==> config.mk <==
export PLATFORM = sky130hd
export DESIGN_NAME = lut_table_loader
export DESIGN_NICKNAME = d
export VERILOG_FILES = /design/src/rtl/lut_table_loader.sv
export SDC_FILE = /design/constraint.sdc
export NUM_CORES = 1
export LEC_CHECK = 0
export CORE_MARGIN = 1
export CORE_UTILIZATION = 51
export DETAILED_ROUTE_END_ITERATION = 8
export PLACE_DENSITY = 0.86
export SLEW_MARGIN = 20
export SYNTH_ARGS = -nofsm -noshare
export SYNTH_HDL_FRONTEND = slang
export SYNTH_SLANG_ARGS = --single-unit
==> constraint.sdc <==
create_clock -name clk -period 2.5 [get_ports clk]
set_input_delay 0.25 -clock clk [delete_from_list [all_inputs] [get_ports clk]]
set_output_delay 0.25 -clock clk [all_outputs]
set_load 0.02 [all_outputs]
==> src/rtl/lut_table_loader.sv <==
// lut_table_loader: feeds a serial-load LUT. Parallel words arrive over a
// valid/ready handshake and are shifted out MSB-first on sd_out while
// cs_n_out is low. Exactly TABLE_BITS bits go out per load, then done pulses.
//
// Handshake: a word moves from the producer into the loader on a rising clk
// edge where word_valid and word_ready are both high. word_ready depends only
// on the state register (never on word_valid). The producer may hold word_valid
// low for any number of cycles; the loader then idles with cs_n_out high and
// the LUT keeps its contents.
module lut_table_loader #(
    parameter int WORD_WIDTH = 8,
    parameter int TABLE_BITS = 24,
    parameter int CNT_W      = $clog2(TABLE_BITS + 1)
) (
    input  logic                  clk,
    input  logic                  rst_n,
    input  logic                  start,
    input  logic                  abort,
    input  logic [WORD_WIDTH-1:0] word_in,
    input  logic                  word_valid,
    output logic                  word_ready,
    output logic                  sd_out,
    output logic                  cs_n_out,
    output logic                  busy,
    output logic                  done,
    output logic [CNT_W-1:0]      bits_sent,
    output logic [1:0]            state_dbg_o
);

    localparam int IDX_W = (WORD_WIDTH > 1) ? $clog2(WORD_WIDTH) : 1;

    typedef enum logic [1:0] {
        IDLE      = 2'd0,
        WAIT_WORD = 2'd1,
        SHIFT     = 2'd2
    } state_t;

    state_t                state_q, state_d;
    logic [WORD_WIDTH-1:0] buf_q, buf_d;
    logic [IDX_W-1:0]      idx_q, idx_d;
    logic                  sd_q, sd_d;
    logic                  cs_n_q, cs_n_d;
    logic                  done_q, done_d;
    logic [CNT_W-1:0]      bits_q, bits_d;
    logic [CNT_W-1:0]      bits_inc;

    // Saturating increment: the count never passes TABLE_BITS.
    assign bits_inc = (bits_q == CNT_W'(TABLE_BITS)) ? bits_q : bits_q + 1'b1;

    // Register all state and outputs; reset drops cs_n_out high immediately.
    always_ff @(posedge clk or negedge rst_n) begin
        if (!rst_n) begin
            state_q <= IDLE;
            buf_q   <= '0;
            idx_q   <= '0;
            sd_q    <= 1'b0;
            cs_n_q  <= 1'b1;
            done_q  <= 1'b0;
            bits_q  <= '0;
        end else begin
            state_q <= state_d;
            buf_q   <= buf_d;
            idx_q   <= idx_d;
            sd_q    <= sd_d;
            cs_n_q  <= cs_n_d;
            done_q  <= done_d;
            bits_q  <= bits_d;
        end
    end

    // Next-state and next-output decode; abort overrides every state.
    always_comb begin
        state_d = state_q;
        buf_d   = buf_q;
        idx_d   = idx_q;
        sd_d    = sd_q;
        cs_n_d  = 1'b1;
        done_d  = 1'b0;
        bits_d  = bits_q;
        if (abort) begin
            state_d = IDLE;
        end else begin
            case (state_q)
                IDLE: begin
                    if (start) begin
                        state_d = WAIT_WORD;
                        bits_d  = '0;
                    end
                end
                WAIT_WORD: begin
                    if (word_valid) begin
                        state_d = SHIFT;
                        buf_d   = word_in;
                        idx_d   = IDX_W'(WORD_WIDTH - 1);
                        sd_d    = word_in[WORD_WIDTH-1];
                        cs_n_d  = 1'b0;
                    end
                end
                SHIFT: begin
                    // The bit on sd_out is captured by the LUT at this edge.
                    bits_d = bits_inc;
                    if (bits_inc == CNT_W'(TABLE_BITS)) begin
                        // Any unsent low bits of a final partial word are dropped.
                        state_d = IDLE;
                        done_d  = 1'b1;
                    end else if (idx_q == '0) begin
                        state_d = WAIT_WORD;
                    end else begin
                        idx_d  = idx_q - 1'b1;
                        sd_d   = buf_q[idx_d];
                        cs_n_d = 1'b0;
                    end
                end
                default: begin
                    state_d = IDLE;
                end
            endcase
        end
    end

    assign word_ready  = (state_q == WAIT_WORD);
    assign busy        = (state_q == WAIT_WORD) || (state_q == SHIFT);
    assign sd_out      = sd_q;
    assign cs_n_out    = cs_n_q;
    assign done        = done_q;
    assign bits_sent   = bits_q;
    assign state_dbg_o = state_q;

endmodule

# Yosys cells after proc, flatten, opt, wreduce, memory -nomap -nowiden
# Cells that the tools add are included.
# Widths: inputs -> output; s select.
[op_classes]
muxes = 27
add_sub_neg = 2
reduce_logical = 9
n_bitwise = 1
eq_ne = 11
magnitude_cmp = 1
[op_table]
columns = ["op", "n"]
rows = [
  ["$mux 1", 11],
  ["$eq 5x5->1 const B", 2],
  ["$mux 2", 5],
  ["$mux 5", 2],
  ["$pmux 5 s2", 1],
  ["$mux 3", 3],
  ["$reduce_and 3->1", 3],
  ["$ne 2x2->1 const B", 4],
  ["$ne 3x3->1 const B", 2],
  ["$pmux 2 s3", 1],
  ["$pmux 3 s2", 1],
  ["$add 5x1->5 const B", 1],
  ["$reduce_and 5->1", 1],
  ["$lt 3x4->1 const B", 1],
  ["$ne 4x4->1 const B", 1],
  ["$pmux 1 s2", 2],
  ["$reduce_bool 2->1", 2],
  ["$bmux 1 s3", 1],
  ["$logic_not 3->1", 1],
  ["$sub 3x1->3 const B", 1],
  ["$eq 2x1->1 const B", 1],
  ["$eq 2x2->1 const B", 1],
  ["$logic_not 2->1", 1],
  ["$logic_or 1x1->1", 1],
  ["$not 1->1", 1],
]
[word_totals]
output_inout_bits = 12
ff_bits = 21
elab_cells = 58
inputBits = 13

# Depth between registers and ports, before layout
# Gate-level depths: netlist of the first run.
[depth]
word_depth = 6
mapped_depth = 8
ltp_nobuf = 7

# Worst setup path before layout of the first run
# No wires, ideal clock.
[synth_path]
path_kind = "flip-flop to flip-flop"
from = "register bits_q[0] (netlist: bits_sent[0])"
to = "register idx_q[0]"
arrival_time_ps = 1879
path_buffers = 0
synth_period_minus_slack_ps = 2004
path_stages_with_launch = 8
required_ps = 2375
setup_slack_ps = 496
setup_time_ps = 125
cell_sequence = "dfrtp_1 > inv_1 > ha_1 > o21a_1 > o32ai_2 > o2111ai_1 > o211ai_2 > mux2_4"
[synth_via]
elab_chain_len = 5
elab_cells_between_ends = 6
cone_classes = "add/sub (1); eq/ne (3); mux (1); reduce/logical (1)"
[synth_rtl]
columns = ["item", "line", "rtl"]
rows = [
  ["start: declaration", "44", "logic [CNT_W-1:0] bits_q, bits_d;"],
  ["start signal: assignment", "67", "bits_q <= bits_d;"],
  ["$add 5x1->5 or $eq 5x5->1 (tied branches)", "48", "assign bits_inc = (bits_q == CNT_W'(TABLE_BITS)) ? bits_q : bits_q + 1'b1;"],
  ["$mux 5 (*)", "48", ""],
  ["$eq 5x5->1 (*)", "102", "if (bits_inc == CNT_W'(TABLE_BITS)) begin"],
  ["$ne 2x2->1 (no line) (*)", "-", ""],
  ["$reduce_and 5->1 (no line) (*)", "-", ""],
  ["end signal: assignment", "63", "idx_q <= idx_d;"],
  ["end: declaration", "40", "logic [IDX_W-1:0] idx_q, idx_d;"],
]
# Every way passes the cells marked *; elsewhere a longest branch is shown, timed or not.
# A chain may end at the register's enable or synchronous reset.

# Worst setup path after layout of the first run
[layout_path]
from = "register bits_q[0] (netlist: bits_sent[0])"
to = "register state_q[0] (netlist: state_dbg_o[0])"
[layout_via]
elab_chain_len = 6
elab_cells_between_ends = 9
cone_classes = "add/sub (1); eq/ne (3); mux (4); reduce/logical (1)"
[layout_rtl]
columns = ["item", "line", "rtl"]
rows = [
  ["$add 5x1->5 or $eq 5x5->1 (tied branches)", "48", ""],
  ["$mux 5 (*)", "48", ""],
  ["$eq 5x5->1 (*)", "102", ""],
  ["$mux 2", "102", ""],
  ["$pmux 2 s3", "83", "case (state_q)"],
  ["$mux 2", "80", "if (abort) begin"],
  ["end signal: assignment", "61", "state_q <= state_d;"],
  ["end: declaration", "38", "state_t state_q, state_d;"],
]
# Marks and branches as above.

==> qor_table.md, run 1 <==
| Stage | Quantity | Reported |
|:---|:---|:---|
| drt | Number of nets still failing antenna checks after routing | 0 |
| clock tree | Post-CTS Setup Bufs | 0 |
| placement | Post-Place Worst Slack | 453 ps |
| clock tree | Clock root buffer master | sky130_fd_sc_hd__clkbuf_4 |
| power and ir drop | P_leak | 0.658 nW |
| power and ir drop | Pwr dens | 785 nW/µm² |
| floorplanning | # IOs | 25 |
| logic synthesis | Number of warning messages in the yosys log | 0 |
| critical path | Critical path capture point type | register |
| drt | Routed length per placed instance | 13.4 µm |
| grt | Largest net degree at the start of global routing | 22 |
| sta | Worst slew pin tran | 404 ps |
| clock tree | CTS max path bufs | 2 |
| clock tree | H-tree depth | 1 |
| critical path | Crit path max-delay family | compound AO/OA/AOI/OAI gates |
| critical path | Launching element type of the critical path | register |
| critical path | Worst setup path class | reg -> reg |
| logic synthesis | Synth Area per Inst | 11.1 µm² |
| sta | Clock skew | 5.04 ps |
| clock tree | Number of buffers inserted during clock tree synthesis | 3 |
| clock tree | Hold Buf Count CTS | 0 |
| critical path | Crit path buffers/inverters | 0 |
| logic synthesis | #FFs+latches synth | 21 |
| layout | Area added between synthesis and finish | 22.1% |
| sta | Total count of max-transition violations in the final report | 0 |
| floorplanning | X dimension of the die | 52.4 µm |
| logic synthesis | Sequential fraction of the synthesis area | 40.7% |
| outcome | Run status | finished, final reports clean |
| placement | Final weighted congestion of routability-driven global placement | 0.824 |
| placement | Detailed placement HPWL | 1790 µm |
| logic synthesis | Post-Syn Area | 1290 µm² |
| sta | Max-slew headroom | 73.1% |
| grt | Residual overflow from global routing | 0 |
| drt | Remaining DRCs | 0 |
| grt | Overall global routing resource usage | 19.0% |
| placement | IO buf count | 24 |
| sta | Maximum clock frequency | 487 MHz |
| power and ir drop | Maximum ir drop on the vdd rail | 586 µV |
| floorplanning | Starting Density | 56.4% |
| floorplanning | FP Rows | 17 |
| run | Maximum Capacitance Violations | 0 |
| logic synthesis | Post-synth top flop | sky130_fd_sc_hd__dfrtp_1 |
| clock tree | Clk pin slew, worst setup/hold paths | 120 ps |
| layout | Final design area excluding fillers | 1580 µm² |
| sta | Part of the cycle the worst path needs | 82.2% |
| sta | Final hold violations | 0 |
| logic synthesis | Unique cell type count in the Yosys netlist | 42 |
| floorplanning | Overall die height | 52.4 µm |
| clock tree | Clock tree from TritonCTS | built |
| critical path | Slowest cell on crit path | sky130_fd_sc_hd__dfrtp_1 |
| layout | Number of antenna diodes | 0 |
| critical path | Delay of the slowest cell on the worst path | 510 ps |
| drt | Number of detailed-routing iterations run before antenna repair | 4 |
| drt | Routed via count | 967 |
| drt | Routed WL | 2280 µm |
| drt | Number of violations reported at the end of detailed-routing iteration 0 | 10 |
| critical path | Highest net fanout along the worst path | 9 |
| grt | Via count of the first global-routing pass | 950 |
| logic synthesis | Fraction of registers with async set/reset | 100% |
| critical path | Critical Path, Cell by Cell | ha_1 -> nand3b_1 -> a211oi_2 -> o211ai_2 -> a31oi_2 -> mux2i_1 |
| logic synthesis | Number of enable flip-flop cells after synthesis | 0 |
| grt | First-pass GRT wire length | 3890 µm |
| critical path | Data required time of the critical path | 2720 ps |
| sta | Final worst-path setup slack | 445 ps |
| clock tree | Skew-Pair Late Insertion Delay | 300 ps |
| sta | Setup repair after global routing missed its margin | false |
| logic synthesis | Post-synth net total | 138 |
| grt | Initial antenna violation count | 0 |
| layout | Ratio of cells with drive above 1 in the final layout | 19.7% |
| clock tree | Resized cells post-CTS | 0 |
| placement | Dpl cell area | 1550 µm² |
| sta | Setup violation total in the final timing report | 0 |
| layout | Count of nets after finishing | 164 |
| critical path | CP arrival | 2270 ps |
| drt | Per-cell via count in the routed design | 5.69 |
| sta | Minimum period implied by the final worst setup slack | 2050 ps |
| floorplanning | Area of the placeable core | 2300 µm² |
| sta | Aggregate negative setup slack | 0 ps |
| floorplanning | Die footprint | 2740 µm² |
| worst hold path | Type of the worst min-delay path | in -> async |
| logic synthesis | Number of instances in the synthesized netlist | 117 |
| clock tree | Clock sink count | 21 |
[final cells by class]
cell class / count / area (µm²)
inverter: 11 / 41.3
tap: 28 / 35.0
clock buffer: 3 / 22.5
timing repair buffer: 25 / 248
clock inverter: 1 / 5.00
fill: 178 / 716
multi-input combinational: 81 / 703
sequential: 21 / 527
[power by group]
group / switching [mW] / internal, mW
logic: 0.265 / 0.298
clock network: 0.0995 / 0.0596
registers: 0.0736 / 0.445
[per-stage QoR]
step	cells	power (mW)	hold WS (ps)	utilization (%)
global route	170	1.33	307	68.8
detailed placement	166	1.09	492	67.6
global placement	166	1.07	484	67.6
CTS	170	1.25	286	68.8
finish	170	1.24	280	68.8
floorplan	117	0.902	-45.6	-
[placed cells by master, fill, tap and decap left out, drive strengths merged, types with 2 or more instances in the layout]
master / synthesis / layout
mux4: 2 / 2
nand2b: 5 / 5
a31oi: 3 / 3
nand3b: 3 / 3
ha: 8 / 8
dfrtp: 20 / 20
a211oi: 2 / 2
nor2: 3 / 3
a21oi: 3 / 3
nand2: 7 / 7
nor3: 3 / 3
mux2i: 4 / 4
o211ai: 2 / 2
nand3: 3 / 3
inv: 11 / 11
or2b: 2 / 2
clkdlybuf4s50: 0 / 24
mux2: 11 / 11
clkbuf: 1 / 3
o21ai: 6 / 6
[registers in the layout, summed over array words and instances, names as in the netlist]
| register | flops |
|---|---|
| done | 1 |
| state_dbg_o | 2 |
| cs_n_out | 1 |
| bits_sent | 5 |
| idx_q | 3 |
| buf_q | 8 |
| sd_out | 1 |
[cell usage after synthesis (3+ instances only)]
master	count	area (µm²)
sky130_fd_sc_hd__dfrtp_1	20	500
sky130_fd_sc_hd__inv_1	11	41.3
sky130_fd_sc_hd__mux2i_1	4	40.0
sky130_fd_sc_hd__nand2_1	7	26.3
sky130_fd_sc_hd__ha_1	8	100
sky130_fd_sc_hd__nand3b_1	3	22.5
sky130_fd_sc_hd__mux2_4	3	45.0
sky130_fd_sc_hd__nor2_1	3	11.3
sky130_fd_sc_hd__nand2b_1	5	31.3
sky130_fd_sc_hd__nor3_1	3	15.0
sky130_fd_sc_hd__mux2_2	8	90.1
sky130_fd_sc_hd__o21ai_0	5	25.0
sky130_fd_sc_hd__a21oi_1	3	15.0
[worst paths after layout]
path,depth (start not counted),slack [ps],endpoint,from
worst min register to register,1,510,buf_q[5],buf_q[5]
worst max register to register,6,450,state_dbg_o[0],bits_sent[0]
min in group clk,1,510,buf_q[5],buf_q[5]
worst min-delay path,2,280,buf_q[7],rst_n
max in group asynchronous,2,1950,cs_n_out,rst_n
worst max-delay path,6,450,state_dbg_o[0],bits_sent[0]
[cells by family (layout without fill, tap and decap cells)]
group           count (synthesis)  in the layout  synth area share [%]
fa+ha+maj                       8              8                  7.73
compound gates                 25             25                  15.7
flops                          21             21                  40.7
buf+inv                        15             40                  5.02
simple gates                   30             30                  13.2
xor+xnor                        1              1                 0.676
mux                            17             17                  17.0
[routing by layer]
| metal | share of wire [%] | vias to the layer above | global-route usage [%] |
|---|---|---|---|
| met1 | 45 | 471 | 23.6 |
| met5 | 0 | - | 0 |
| met2 | 52 | 21 | 34.4 |
| met4 | 0.61 | 0 | 6.14 |
| met3 | 2.6 | 4 | 1.74 |
| li1 | - | 471 | - |
No activity file was read; power rests on OpenSTA's default activity.
==> run 2: changes to the inputs <==
Settings changed: CORE_UTILIZATION 51 to 46, PLACE_DENSITY 0.86 to 0.82.
Clock period 2.5 ns to 1.78 ns, I/O delays scaled along.
==> run 2 against run 1 <==
Against the previous run: cell area increased by 15%; the run now ends with setup timing left; worst hold slack got worse by 92 ps; die area up 10%; critical endpoint is now idx_q[0]; clock-buffer cell count unchanged.
==> qor_table.md, run 2 (synthesis results as in run 1) <==
| Stage | Quantity | Reported | Change |
|:---|:---|:---|:---|
| outcome | Run status | finished, violations left | was finished, final reports clean |
| outcome | Failing checks | setup timing |  |
| drt | Routed WL | 3030 µm | was 2280 µm |
| grt | Largest net degree at the start of global routing | 22 | unchanged |
| drt | Number of detailed-routing iterations run before antenna repair | 4 | unchanged |
| power and ir drop | Internal power consumption | 1.21 mW | was 803 µW |
| power and ir drop | Pwr dens | 1050 nW/µm² | was 785 nW/µm² |
| sta | Total count of max-transition violations in the final report | 0 | unchanged |
| drt | Remaining DRCs | 0 | unchanged |
| power and ir drop | P_leak | 0.780 nW | was 0.658 nW |
| floorplanning | FP Rows | 18 | was 17 |
| power and ir drop | Maximum ir drop on the vdd rail | 927 µV | was 586 µV |
| critical path | CP arrival | 2130 ps | was 2270 ps |
| floorplanning | Die footprint | 3030 µm² | was 2740 µm² |
| sta | Aggregate negative setup slack | -552 ps | was 0 ps |
| critical path | Critical Path, Cell by Cell | ha_4 -> nand2b_4 -> a211oi_4 -> buf_4 -> o2111ai_2 -> o211ai_4 -> mux2_4 | was ha_1 -> nand3b_1 -> a211oi_2 -> o211ai_2 -> a31oi_2 -> mux2i_1 |
| floorplanning | Area of the placeable core | 2570 µm² | was 2300 µm² |
| floorplanning | # IOs | 25 | unchanged |
| drt | Uppermost metal layer occupied by signal nets | met4 | unchanged |
| run | Maximum Capacitance Violations | 0 | unchanged |
| critical path | Critical path capture point type | register | unchanged |
| critical path | Highest net fanout along the worst path | 4 | was 9 |
| clock tree | Clock tree from TritonCTS | built | unchanged |
| layout | Area added between synthesis and finish | 40.5% | was 22.1% |
| power and ir drop | Proportion of power drawn by flip-flops and latches | 37.8% | was 41.8% |
| layout | Share of the core filled with cells | 70.9% | was 68.8% |
| sta | Setup violation total in the final timing report | 6 | was 0 |
| clock tree | Clk pin slew, worst setup/hold paths | 120 ps | about the same |
| grt | Via count of the first global-routing pass | 1044 | was 950 |
| sta | Worst slew pin tran | 394 ps | was 404 ps |
| grt | Residual overflow from global routing | 0 | unchanged |
| sta | Max-slew headroom | 73.6% | was 73.1% |
| sta | Final hold violations | 0 | unchanged |
| sta | Final worst-path setup slack | -131 ps | was 445 ps |
| grt | First-pass GRT wire length | 4620 µm | was 3890 µm |
| critical path | Worst setup path class | reg -> reg | unchanged |
| sta | Maximum clock frequency | 523 MHz | was 487 MHz |
| power and ir drop | Total power after layout | 1.91 mW | was 1.24 mW |
| placement | Final weighted congestion of routability-driven global placement | 0.823 | was 0.824 |
| layout | Count of nets after finishing | 181 | was 164 |
| layout | Most common cell after layout, fill and taps aside | sky130_fd_sc_hd__clkdlybuf4s50_1 | unchanged |
| layout | Most frequent cells in the layout | 22 x sky130_fd_sc_hd__clkdlybuf4s50_1, 18 x sky130_fd_sc_hd__buf_4, 16 x sky130_fd_sc_hd__dfrtp_1 | was 24 x sky130_fd_sc_hd__clkdlybuf4s50_1, 20 x sky130_fd_sc_hd__dfrtp_1, 11 x sky130_fd_sc_hd__inv_1 |
| sta | Setup repair after global routing missed its margin | true | was false |
| power and ir drop | Comb power frac | 49.8% | was 45.4% |
| floorplanning | X dimension of the die | 55.1 µm | was 52.4 µm |
| power and ir drop | Power share of the clock group | 12.4% | was 12.8% |
| drt | Total length of routed met2 wires | 1630 µm | was 1180 µm |
| drt | Wire length on met3 | 87 µm | was 59 µm |
| clock tree | H-tree depth | 1 | unchanged |
| critical path | Launching element type of the critical path | register | unchanged |
| critical path | Crit path buffers/inverters | 1 | was 0 |
| clock tree | Skew-Pair Late Insertion Delay | 310 ps | was 300 ps |
| drt | DRT met1 WL | 1220 µm | was 1020 µm |
| critical path | Delay of the slowest cell on the worst path | 460 ps | was 510 ps |
| drt | Routed length per placed instance | 16.0 µm | was 13.4 µm |
| placement | Detailed placement HPWL | 2140 µm | was 1790 µm |
| layout | Ratio of cells with drive above 1 in the final layout | 37.1% | was 19.7% |
| drt | Routed via count | 1055 | was 967 |
| critical path | Crit path max-delay family | compound AO/OA/AOI/OAI gates | unchanged |
| clock tree | Number of buffers inserted during clock tree synthesis | 3 | unchanged |
| layout | Number of antenna diodes | 0 | unchanged |
| grt | Initial antenna violation count | 0 | unchanged |
| power and ir drop | Net switching share of the total power | 36.8% | was 35.3% |
| placement | IO buf count | 24 | unchanged |
| clock tree | Clock sink count | 21 | unchanged |
| power and ir drop | Power dissipated by switching net loads | 703 µW | was 438 µW |
| layout | Register with the most flip-flops | buf_q | unchanged |
| drt | Per-cell via count in the routed design | 5.58 | was 5.69 |
| sta | Minimum period implied by the final worst setup slack | 1910 ps | was 2050 ps |
| clock tree | CTS max path bufs | 2 | unchanged |
| sta | Part of the cycle the worst path needs | 107% | was 82.2% |
| layout | Flip-flop count of the largest register, all copies and words added | 8 | unchanged |
| critical path | Data required time of the critical path | 2000 ps | was 2720 ps |
| grt | Overall global routing resource usage | 22.3% | was 19.0% |
| drt | Number of violations reported at the end of detailed-routing iteration 0 | 14 | was 10 |
| clock tree | Clock root buffer master | sky130_fd_sc_hd__clkbuf_4 | unchanged |
| critical path | Slowest cell on crit path | sky130_fd_sc_hd__dfrtp_2 | was sky130_fd_sc_hd__dfrtp_1 |
| drt | Number of nets still failing antenna checks after routing | 0 | unchanged |
| floorplanning | Starting Density | 50.4% | was 56.4% |
| worst hold path | Type of the worst min-delay path | in -> async | unchanged |
| floorplanning | Overall die height | 55.1 µm | was 52.4 µm |
| sta | Clock skew | 8.53 ps | was 5.04 ps |
run 2: cell type report:
cell class              instances  area, µm²
clock buffers                   3       22.5
fillers                       194        748
inverters                      11       41.3
clock inverters                 1       5.00
multi-input cells              81        808
repair buffers                 42        373
flip-flops and latches         21        532
well taps                      30       37.5
run 2: power groups by stage:
stage	Combinational (mW)	Clock, mW	Sequential (mW)
after floorplan	0.520	0	0.771
after global placement	0.868	0	0.719
after detailed placement	0.909	0	0.730
after CTS	0.924	0.238	0.721
after global routing	1.03	0.265	0.739
final	0.952	0.237	0.721
run 2: per-stage QoR:
step	hold slack (ps)	setup WS, ps	cell area [µm²]	cells
final	188	-131	1820	189
after global routing	195	-179	1820	189
after CTS	196	-76.6	1780	188
after detailed placement	488	-104	1670	180
after global placement	482	-22.0	1670	180
after floorplan	-118	-68.6	1320	117
run 2: path summary, 6_finish.rpt:
path	start	endpoint	slack, ps	cells after the start
hold / removal	rst_n	buf_q[6]	190	2
setup / recovery	bits_sent[1]	idx_q[0]	-130	7
min in group clk	word_in[6]	buf_q[6]	470	2
max in group asynchronous	rst_n	cs_n_out	1310	2
hold reg to reg	buf_q[0]	buf_q[0]	510	1
setup reg to reg	bits_sent[1]	idx_q[0]	-130	7
run 2: routing by layer:
metal	global-route usage [%]	vias to the layer above
met3	3.55	9
met5	0	-
met2	41.4	27
li1	-	506
met4	11.7	0
met1	24.1	513
run 2: what timing repair did:
action	CTS	global route
hold buffers	0	0
gates resized for setup	10	6
pin swaps	3	2
setup endpoints to repair	9	13
setup buffers	4	1
run 2: worst register-to-register path: stages, from the launching register on:
cell and delay (ps):
sky130_fd_sc_hd__dfrtp_2 460, sky130_fd_sc_hd__ha_4 180, sky130_fd_sc_hd__nand2b_4 150, sky130_fd_sc_hd__a211oi_4 250
sky130_fd_sc_hd__buf_4 150, sky130_fd_sc_hd__o2111ai_2 140, sky130_fd_sc_hd__o211ai_4 150, sky130_fd_sc_hd__mux2_4 330
